File: src/rtl/branch_predict_resolve.sv
// Purpose: EX-stage branch resolver with a direct-mapped 2-bit BHT; optional stats via `define BHT_STATS_EN.
// Latency: PC_SEL/MISPREDICT/IF_PRED_TAKEN combinational; BHT (and stats) update registered, visible next cycle.
// Backpressure: none; EX_VALID is held low by the pipeline on stall/bubble, which suppresses update and mispredict.
module branch_predict_resolve #(
    parameter int         XLEN        = 32,
    parameter int         BHT_ENTRIES = 64,
    parameter logic [1:0] CTR_INIT    = 2'b01
) (
    input  logic            CLK,
    input  logic            RESET,
    input  logic [XLEN-1:0] IF_PC,
    output logic            IF_PRED_TAKEN,
    input  logic            EX_VALID,
    input  logic [XLEN-1:0] EX_PC,
    input  logic [2:0]      EX_BRANCH_SEL,
    input  logic            EX_ZERO,
    input  logic            EX_LT,
    input  logic            EX_PRED_TAKEN,
    output logic            PC_SEL,
    output logic            MISPREDICT
`ifdef BHT_STATS_EN
    ,
    output logic [31:0]     STAT_BRANCHES,
    output logic [31:0]     STAT_MISPREDICTS
`endif
);

    localparam int IDX_W = $clog2(BHT_ENTRIES);

    // Branch condition encodings; 110/111 are reserved and behave like "none".
    localparam logic [2:0] SEL_NONE  = 3'b000;
    localparam logic [2:0] SEL_ZERO  = 3'b001;
    localparam logic [2:0] SEL_NZERO = 3'b010;
    localparam logic [2:0] SEL_JUMP  = 3'b011;
    localparam logic [2:0] SEL_LT    = 3'b100;
    localparam logic [2:0] SEL_GE    = 3'b101;

    logic [1:0]       bht [BHT_ENTRIES];
    logic [IDX_W-1:0] if_idx;
    logic [IDX_W-1:0] ex_idx;
    logic             br_active;
    logic             br_taken;
    logic             upd_en;
    logic [1:0]       ctr_cur;
    logic [1:0]       ctr_next;
    logic             unused_pc_bits;

    // Word-aligned PCs: drop the byte offset, no tag so distant PCs alias.
    assign if_idx = IF_PC[IDX_W+1:2];
    assign ex_idx = EX_PC[IDX_W+1:2];

    // Upper PC bits and byte offset do not participate in indexing.
    assign unused_pc_bits = ^{IF_PC[XLEN-1:IDX_W+2], IF_PC[1:0],
                              EX_PC[XLEN-1:IDX_W+2], EX_PC[1:0]};

    // Prediction is the counter MSB; reads see the pre-update value.
    assign IF_PRED_TAKEN = bht[if_idx][1];

    // Decode the condition into "is a real branch" and "condition holds".
    always_comb begin
        br_active = 1'b0;
        br_taken  = 1'b0;
        case (EX_BRANCH_SEL)
            SEL_ZERO:  begin br_active = 1'b1; br_taken = EX_ZERO;  end
            SEL_NZERO: begin br_active = 1'b1; br_taken = ~EX_ZERO; end
            SEL_JUMP:  begin br_active = 1'b1; br_taken = 1'b1;     end
            SEL_LT:    begin br_active = 1'b1; br_taken = EX_LT;    end
            SEL_GE:    begin br_active = 1'b1; br_taken = ~EX_LT;   end
            SEL_NONE:  begin br_active = 1'b0; br_taken = 1'b0;     end
            default:   begin br_active = 1'b0; br_taken = 1'b0;     end
        endcase
    end

    assign upd_en     = EX_VALID & br_active;
    assign PC_SEL     = EX_VALID & br_taken;
    assign MISPREDICT = upd_en & (PC_SEL != EX_PRED_TAKEN);

    // Saturating 2-bit counter step toward the resolved outcome.
    always_comb begin
        ctr_cur  = bht[ex_idx];
        ctr_next = ctr_cur;
        if (PC_SEL) begin
            if (ctr_cur != 2'b11) ctr_next = ctr_cur + 2'd1;
        end else begin
            if (ctr_cur != 2'b00) ctr_next = ctr_cur - 2'd1;
        end
    end

    // BHT state: reset wins over any concurrent update.
    always_ff @(posedge CLK) begin
        if (RESET) begin
            for (int i = 0; i < BHT_ENTRIES; i++) bht[i] <= CTR_INIT;
        end else if (upd_en) begin
            bht[ex_idx] <= ctr_next;
        end
    end

`ifdef BHT_STATS_EN
    // Saturating event counters, updated on the same edge as the BHT.
    always_ff @(posedge CLK) begin
        if (RESET) begin
            STAT_BRANCHES    <= 32'd0;
            STAT_MISPREDICTS <= 32'd0;
        end else begin
            if (upd_en && (STAT_BRANCHES != 32'hFFFF_FFFF))
                STAT_BRANCHES <= STAT_BRANCHES + 32'd1;
            if (MISPREDICT && (STAT_MISPREDICTS != 32'hFFFF_FFFF))
                STAT_MISPREDICTS <= STAT_MISPREDICTS + 32'd1;
        end
    end
`endif

endmodule

File: config.mk
export PLATFORM = sky130hd
export DESIGN_NAME = branch_predict_resolve
export DESIGN_NICKNAME = d
export VERILOG_FILES = /design/src/rtl/branch_predict_resolve.sv
export SDC_FILE = /design/constraint.sdc
export NUM_CORES = 1
export LEC_CHECK = 0
export ABC_CLOCK_PERIOD_IN_PS = 9780
export CAP_MARGIN = 20
export CORE_ASPECT_RATIO = 2
export CORE_UTILIZATION = 25
export DETAILED_ROUTE_END_ITERATION = 8
export HOLD_SLACK_MARGIN = 0.03
export SYNTH_ARGS = -nofsm -noshare
export SYNTH_HDL_FRONTEND = slang
export SYNTH_SLANG_ARGS = --single-unit
File: constraint.sdc
create_clock -name CLK -period 9.78 [get_ports CLK]
set_clock_uncertainty 0.2 [all_clocks]
set_input_delay 2.445 -clock CLK [delete_from_list [all_inputs] [get_ports CLK]]
set_output_delay 2.445 -clock CLK [all_outputs]
set_load 0.01 [all_outputs]
Word level (Yosys, flattened, before mapping)
Memory sizes are Yosys's and may differ from the RTL's. Cells that the tools add are included. W data, S select, Z words.

Memories kept: 1. Bits in writable memories: 128. Input port bits: 73. Register bits: 0.

Bitwise gates (word level): 5. $add $sub $neg: 2. Muxes and demuxes: 13. Reduce and logical (&&, ||, !) cells: 3. Eq/ne operators: 7.

Memories: bht (words 64, bits a word 2, read ports 2, clocked after memory_dff 0, wr ports 64, line 38) `logic [1:0] bht [BHT_ENTRIES];`.

Operator list (count): $mux W2 (4); $mux W1 (7); $eq A3 B2 Y1 const B (2); $eq A3 B3 Y1 const B (2); $mux W6 (1); $pmux W1 S5 (1); $reduce_or A5 Y1 (1); $and A1 B1 Y1 (3); $eq A3 B1 Y1 const B (1); $add A2 B1 Y2 const B (1); $ne A2 B2 Y1 const B (1); $not A1 Y1 (2); $reduce_bool A2 Y1 (1); $reduce_or A2 Y1 (1); $sub A2 B1 Y2 const B (1); $ne A1 B1 Y1 (1).

Logic depth before layout (Yosys ltp)
Gate-level depths: netlist of run 1.

Depth in word-level cells: 9. Depth in mapped cells: 12.

Least setup slack after synthesis of run 1
Ideal clock, no wire load.

Path type: input to output. From: input port IF_PC[2]. To: output port IF_PRED_TAKEN. Data required time: 7135 ps. Arrival: 4463 ps. Buffers on the path: 2. Stages: 6. Slack: 2672 ps. Cell sequence: clkbuf_1 buf_2 mux4_2 mux4_2 a211oi_1 a21oi_1.

Longest elaborated chain between the ends: 1.

Ends and longest elaborated chain: start: declaration (line 11) `input logic [XLEN-1:0] IF_PC,`; $mem_v2 Z64 W2; end: declaration (line 12) `output logic IF_PRED_TAKEN,`.

Every way passes these cells.

Worst setup path in the final report of run 1
From: input port IF_PC[3]. To: output port IF_PRED_TAKEN.

Same word-level chain as after synthesis.

==> results of run 1 <==
layer usage:
metal  wire length, um  global-route usage (%)
met1              7050                    16.0
met2             12100                    28.2
met3              1430                    2.48
met4              2100                    14.2
met5                 0                       0
cells in the final DEF, fill, tap and decap left out, types with 3 or more instances in the layout:
master	synthesis	routed
nor4_1	4	4
clkdlybuf4s50_1	0	20
nor2b_1	6	6
nand4_1	31	31
a221oi_1	5	5
nor3b_1	5	5
clkinv_1	0	3
a21oi_1	8	8
mux4_2	40	40
or2_2	8	8
nand3_1	34	34
nor3_1	64	62
clkbuf_16	0	17
edfxtp_1	128	128
a21o_1	28	28
nor4_2	4	4
nand2_1	27	27
inv_1	3	3
nand3b_1	6	6
a31oi_1	3	3
mux2i_1	12	12
buf_2	13	3
o21bai_1	28	28
a22oi_1	10	10
clkinv_2	0	5
buf_4	4	17
or3_1	3	3
nor2_1	15	15
o22ai_1	7	7
bufinv_16	0	4
a211oi_1	3	3
synthesized netlist by cell type, drive strengths merged, types with 3 or more instances:
master	n
edfxtp	128
nor3	64
clkbuf	41
mux4	40
buf	35
nand3	34
nand4	31
a21o	28
o21bai	28
nand2	27
nor2	16
mux2i	12
a22oi	10
a21oi	8
nor4	8
or2	8
o22ai	7
nand3b	6
nor2b	6
nor3b	6
a221oi	5
a211oi	4
a31oi	3
inv	3
or3	3
through the flow:
stage                     setup slack, ns  area (sq um)  utilization, %  std cells
after floorplan                      2.67          7290               -        581
after global placement               1.62          7640            26.6        905
after detailed placement             1.62          7660            26.6        906
after CTS                            1.62          8260            28.7        938
after global routing                 1.56          8260            28.7        938
final                                1.56          8260            28.7        938
cell families after synthesis:
logic type | synth area share, %
AOI/OAI and AO/OA | 9.96
xor gates and xnor gates | 0.240
adders and majority gates | 0.309
buffers and inverters | 6.25
DFF | 52.8
muxes | 14.0
and+or+nand+nor | 16.5
power by group through the flow:
stage | Clock [mW] | Sequential, mW | Combinational [mW]
after floorplan | 0 | 0.627 | 0.136
after global placement | 0 | 0.630 | 0.173
after detailed placement | 0 | 0.630 | 0.175
after CTS | 0.657 | 0.619 | 0.175
after global routing | 0.676 | 0.620 | 0.186
final | 0.652 | 0.619 | 0.176
path summary, 6_finish.rpt:
check	start	end	slack, ns	cells past startpoint
worst min-delay path	bht[56][0]	bht[25][0]	1.45	6
worst max-delay path	IF_PC[3]	IF_PRED_TAKEN	1.56	7
worst min register to register	bht[56][0]	bht[25][0]	1.45	6
worst max register to register	bht[7][1]	bht[48][1]	6.13	7
worst min-delay path, delay by kind of cell (launching register included):
| family | cells | cell delay, ns |
|---|---|---|
| adders and majority gates | 1 | 0.63 |
| AOI/OAI and AO/OA | 3 | 0.33 |
| DFF | 1 | 0.32 |
| and+or+nand+nor | 2 | 0.18 |
layout make-up:
cell class	count	area share [%]
well taps	360	5.46
clock inverters	14	2.08
clock buffers	18	5.20
inverters	3	0.136
repair buffers	41	4.29
flip-flops and latches	128	46.6
multi-input cells	374	36.3
==> flow_metrics.env, run 1 <==
export IMPL_die_h_um=243
export IMPL_vias=5324
export IMPL_start_util_pct=25.4
export IMPL_hold_violations=0
export IMPL_fmax_mhz=122
export IMPL_synthDistinctLibCells=49
export IMPL_initialDrtViolationCount=462
export IMPL_crit_type="in -> out"
export IMPL_drcViolationCount=0
export IMPL_layout_nets=638
export IMPL_synth_top_area_cell="edfxtp_1"
export IMPL_drv_slew=0
export IMPL_vias_per_cell=5.68
export IMPL_crit_family="buffers and inverters"
export IMPL_pwr_share_comb_pct=12.2
export IMPL_cts_tree="done"
export IMPL_cts_setup_buffers=0
export IMPL_ctsHoldBuffers=0
export IMPL_setup_viol=0
export IMPL_yosysSeqAreaShare_pct=52.8
export IMPL_clk_path_buf_depth=2
export IMPL_async_flop_share_pct=0
export IMPL_drive_gt1_share_pct=18.9
export IMPL_io_pins=76
export IMPL_die_width_um=123
export IMPL_slew_headroom_pct=24.5
export IMPL_powerDensity_nw_per_um2=175
export IMPL_grt_ovfl_total=0
export IMPL_syn_nets=654
export IMPL_period_needed_ns=8.22
export IMPL_synth_top_cell_area_share_pct=52.8
export IMPL_p_sw_mw=0.356
export IMPL_diodes=0
export IMPL_finalCritPeriodShare_pct=84.0
export IMPL_gp_congestion=0.868
export IMPL_cp_slowest_cell="clkdlybuf4s50_1"
export IMPL_largest_register_ff_count=128
export IMPL_seqPwrFrac_pct=42.8
export IMPL_worstPathArrival_ns=5.57
export IMPL_multi_input_area_sq_um=3000
export IMPL_status="completed"
export IMPL_crit_path_cell_trace="clkdlybuf4s50_1 > mux4_2 > mux4_2 > nor2b_1 > a211oi_1 > a21oi_1 > clkdlybuf4s50_1"
export IMPL_worst_path_buf_inv=2
export IMPL_core_sq_um=28700
export IMPL_synthTopCellsByArea="edfxtp_1, mux4_2, nor3_1, a21o_1, o21bai_1"
export IMPL_top_regs="bht x128"
export IMPL_grt_pass1_wl_um=34200
export IMPL_min_delay_path_class="reg -> reg"
export IMPL_grt_max_degree=70
export IMPL_switching_share_pct=24.6
export IMPL_power_total_mw=1.45
export IMPL_setup_worst_path_start_class="input pin"
export IMPL_num_rows=88
export IMPL_worstSkewPairLatency_ns=0.43
export IMPL_fin_setup_tns_ns=0
export IMPL_slowest_delay_ns=1.21
export IMPL_portBuffers=23
export IMPL_ys_ff_latch=128
export IMPL_max_slew_worst_pin_slew_ns=1.13
export IMPL_synthFlopType="edfxtp_1"
export IMPL_cts_num_sinks=128
export IMPL_synth_area_sq_um=7290
export IMPL_end_kind="output pin"
export IMPL_dr_pass1_iters=5
export IMPL_clk_pin_slew_worst_paths_ns=0.05
export IMPL_p_int_mw=1.09
export IMPL_ys_warn_count=0
export IMPL_antenna_left=0
export IMPL_synthCells=581
export IMPL_p_leak_nw=2.44
export IMPL_syn_area_per_cell_sq_um=12.5
export IMPL_htree_levels=4
export IMPL_top_register="bht"
export IMPL_maxCapViolCount=0
export IMPL_grt_antenna_before_repair=0
export IMPL_ctsResizeCount=0
export IMPL_synth_edf_count=128
export IMPL_drt_total_wl_um=22700
export IMPL_place_hpwl_um=15600
export IMPL_numCtsBuffers=17
export IMPL_worst_path_max_fanout=16
export IMPL_rsz0062_at_grt="false"
export IMPL_grtUsageTotal_pct=16.1
export IMPL_p_clk_share_pct=45.1
export IMPL_cp_required_ns=7.14
export IMPL_first_global_vias=5463
export IMPL_hold_slack_ns=1.45
export IMPL_nFillCells=2902
export IMPL_dieArea_sq_um=29900
export IMPL_register_area_sq_um=3840
export IMPL_post_drt_wl_per_cell_um=24.1
export IMPL_area_delta_synth_final_pct=13.3
export IMPL_cts_root_buf="clkbuf_16"
export IMPL_vdd_drop_max_uv=75.3
Power figures use the tool's default switching activity.
==> run 2: changes to the inputs <==
--- a/config.mk
+++ b/config.mk
@@ -5,7 +5,7 @@
 export SDC_FILE = /design/constraint.sdc
 export NUM_CORES = 1
 export LEC_CHECK = 0
-export ABC_CLOCK_PERIOD_IN_PS = 9780
+export ABC_CLOCK_PERIOD_IN_PS = 7800
 export CAP_MARGIN = 20
 export CORE_ASPECT_RATIO = 2
 export CORE_UTILIZATION = 25
==> constraint.sdc (replaced) <==
create_clock -name CLK -period 7.8 [get_ports CLK]
set_clock_uncertainty 0.2 [all_clocks]
set_input_delay 1.95 -clock CLK [delete_from_list [all_inputs] [get_ports CLK]]
set_output_delay 1.95 -clock CLK [all_outputs]
set_load 0.01 [all_outputs]
==> run 2 against run 1 <==
  * Worst hold slack got worse by 0.048 ns
  * Setup slack got worse by 0.66 ns
  * Count of clock-buffer cells in the layout rose by 3
  * Critical path type unchanged
  * Combinational power rose by 29%
  * Die area did not move
  * Register-to-register slack got worse by 1.9 ns
  * Largest cell class unchanged
  * Total power rose by 20%
  * Wire length barely moved
  * Cell area fell by 0.18%
==> flow_metrics.env, run 2 (same netlist as run 1, synthesis figures left out) <==
export IMPL_num_rows=88
export IMPL_initialDrtViolationCount=379
export IMPL_maxCapViolCount=0
export IMPL_layout_commonest_cell="edfxtp_1"
export IMPL_cp_required_ns=5.65
export IMPL_crit_start="IF_PC[2]"
export IMPL_r2r_setup_slack_ns=4.25
export IMPL_dieArea_sq_um=29900
export IMPL_fmax_mhz=145
export IMPL_status="completed"
export IMPL_portBuffers=23
export IMPL_vias=5130
export IMPL_min_delay_path_class="reg -> reg"
export IMPL_rsz0062_at_grt="false"
export IMPL_post_drt_wl_per_cell_um=24.1
export IMPL_fin_setup_tns_ns=0
export IMPL_diodes=0
export IMPL_place_hpwl_um=15700
export IMPL_worst_path_max_fanout=14
export IMPL_layout_nets=641
export IMPL_place_area_sq_um=7690
export IMPL_die_width_um=123
export IMPL_clk_path_buf_depth=2
export IMPL_io_pins=76
export IMPL_dr_pass1_iters=5
export IMPL_drive_gt1_share_pct=18.6
export IMPL_worstSkewPairLatency_ns=0.44
export IMPL_die_h_um=243
export IMPL_ctsResizeCount=0
export IMPL_cts_root_buf="clkbuf_16"
export IMPL_period_needed_ns=6.90
export IMPL_drv_slew=0
export IMPL_worst_path_buf_inv=3
export IMPL_ctsHoldBuffers=0
export IMPL_cp_slowest_cell="clkdlybuf4s50_1"
export IMPL_slowest_delay_ns=0.62
export IMPL_drt_total_wl_um=22600
export IMPL_grtUsageTotal_pct=16.0
export IMPL_final_area_sq_um=8240
export IMPL_numCtsBuffers=17
export IMPL_finalCritPeriodShare_pct=88.4
export IMPL_nFillCells=2903
export IMPL_slew_headroom_pct=30.3
export IMPL_min_delay_start="bht[63][0]"
export IMPL_cts_num_sinks=128
export IMPL_r2r_cells=7
export IMPL_grt_max_degree=70
export IMPL_hold_path_end="bht[31][1]"
export IMPL_worstHoldPathCells=7
export IMPL_grt_ovfl_total=0
export IMPL_start_util_pct=25.4
export IMPL_vdd_drop_max_uv=113
export IMPL_crit_type="in -> out"
export IMPL_hold_violations=0
export IMPL_p_leak_nw=2.44
export IMPL_htree_levels=4
export IMPL_r2r_end="bht[0][0]"
export IMPL_clk_pin_slew_worst_paths_ns=0.05
export IMPL_layout_common_cells="edfxtp_1, nor3_1, mux4_2, nand3_1, nand4_1"
export IMPL_worstPathArrival_ns=4.75
export IMPL_antenna_left=0
export IMPL_core_sq_um=28700
export IMPL_setup_viol=0
export IMPL_vias_per_cell=5.46
export IMPL_gp_congestion=0.854
export IMPL_cts_setup_buffers=0
export IMPL_powerDensity_nw_per_um2=211
export IMPL_grt_pass1_wl_um=33400
export IMPL_area_delta_synth_final_pct=13.1
export IMPL_grt_antenna_before_repair=0
export IMPL_timing_rr_start="bht[7][1]"
export IMPL_first_global_vias=5297
export IMPL_crit_family="buffers and inverters"
export IMPL_crit_path_cell_trace="clkdlybuf4s50_1 > buf_12 > mux4_2 > mux4_2 > nor2b_1 > a211oi_1 > a21oi_1 > clkdlybuf4s50_1"
export IMPL_largest_register_ff_count=128
export IMPL_max_slew_worst_pin_slew_ns=1.04
export IMPL_cts_tree="done"
export IMPL_end_kind="output pin"
export IMPL_drcViolationCount=0
export IMPL_top_register="bht"
export IMPL_top_regs="bht x128"
export IMPL_setup_worst_path_start_class="input pin"
[run 2: changes by cell type in the layout (fill, tap and decap cells not counted)]
cell | before | now
clkbuf_1 | 1 | 4
buf_12 | 0 | 2
bufinv_16 | 4 | 2
clkinvlp_4 | 2 | 0
buf_4 | 17 | 18
clkinv_1 | 3 | 4
clkinv_2 | 5 | 4
nor2_1 | 15 | 14
nor2_2 | 1 | 2
[run 2: stage by stage]
stage | setup slack (ns) | utilization, % | power (mW) | std cells | hold slack (ns)
finish | 0.904 | 28.7 | 1.74 | 940 | 1.40
global route | 0.807 | 28.7 | 1.78 | 940 | 1.45
floorplan | 1.68 | - | 0.957 | 581 | 0.993
global placement | 0.885 | 26.8 | 1.01 | 908 | 1.36
CTS | 0.876 | 28.6 | 1.75 | 939 | 1.41
detailed placement | 0.871 | 26.8 | 1.02 | 908 | 1.39
[run 2: power by group]
part,switching [mW],internal [mW]
Sequential,0.00682,0.769
Combinational,0.149,0.0776
Clock,0.279,0.459
Total,0.435,1.31
[run 2: worst max-delay path by stage]
| stage | end | cells past startpoint |
|---|---|---|
| 2_1_floorplan | IF_PRED_TAKEN | 6 |
| 3_3_place_gp | IF_PRED_TAKEN | 8 |
| 3_5_place_dp | IF_PRED_TAKEN | 8 |
| 5_1_grt | IF_PRED_TAKEN | 8 |
| 6_report | IF_PRED_TAKEN | 8 |
| 4_1_cts | IF_PRED_TAKEN | 8 |
[run 2: worst reg2reg max path, delay by kind of cell, from the launching register on]
kind                     cells  cell delay [ns]
AO/OA/AOI/OAI                2             0.82
adder cells (fa/ha/maj)      1             0.74
buffers and inverters        1             0.29
flip-flops                   1             0.38
multiplexers                 1             0.49
AND/OR/NAND/NOR              2             0.32
[run 2: area by class of cell]
class	count	area, sq um	area share (%)
Multi-Input combinational cell	374	3000	36.4
Inverter	3	11.3	0.137
Timing Repair Buffer	44	402	4.87
Sequential cell	128	3840	46.6
Clock inverter	10	95.1	1.15
Clock buffer	21	440	5.34
Tap cell	360	450	5.47
[run 2: metal layers]
layer,track usage [%],vias to the layer above,routed length (um)
met1,15.5,2537,7290
li1,-,2282,-
met3,2.15,85,1160
met4,14.4,0,1970
met2,28.5,226,12200
met5,0,-,0
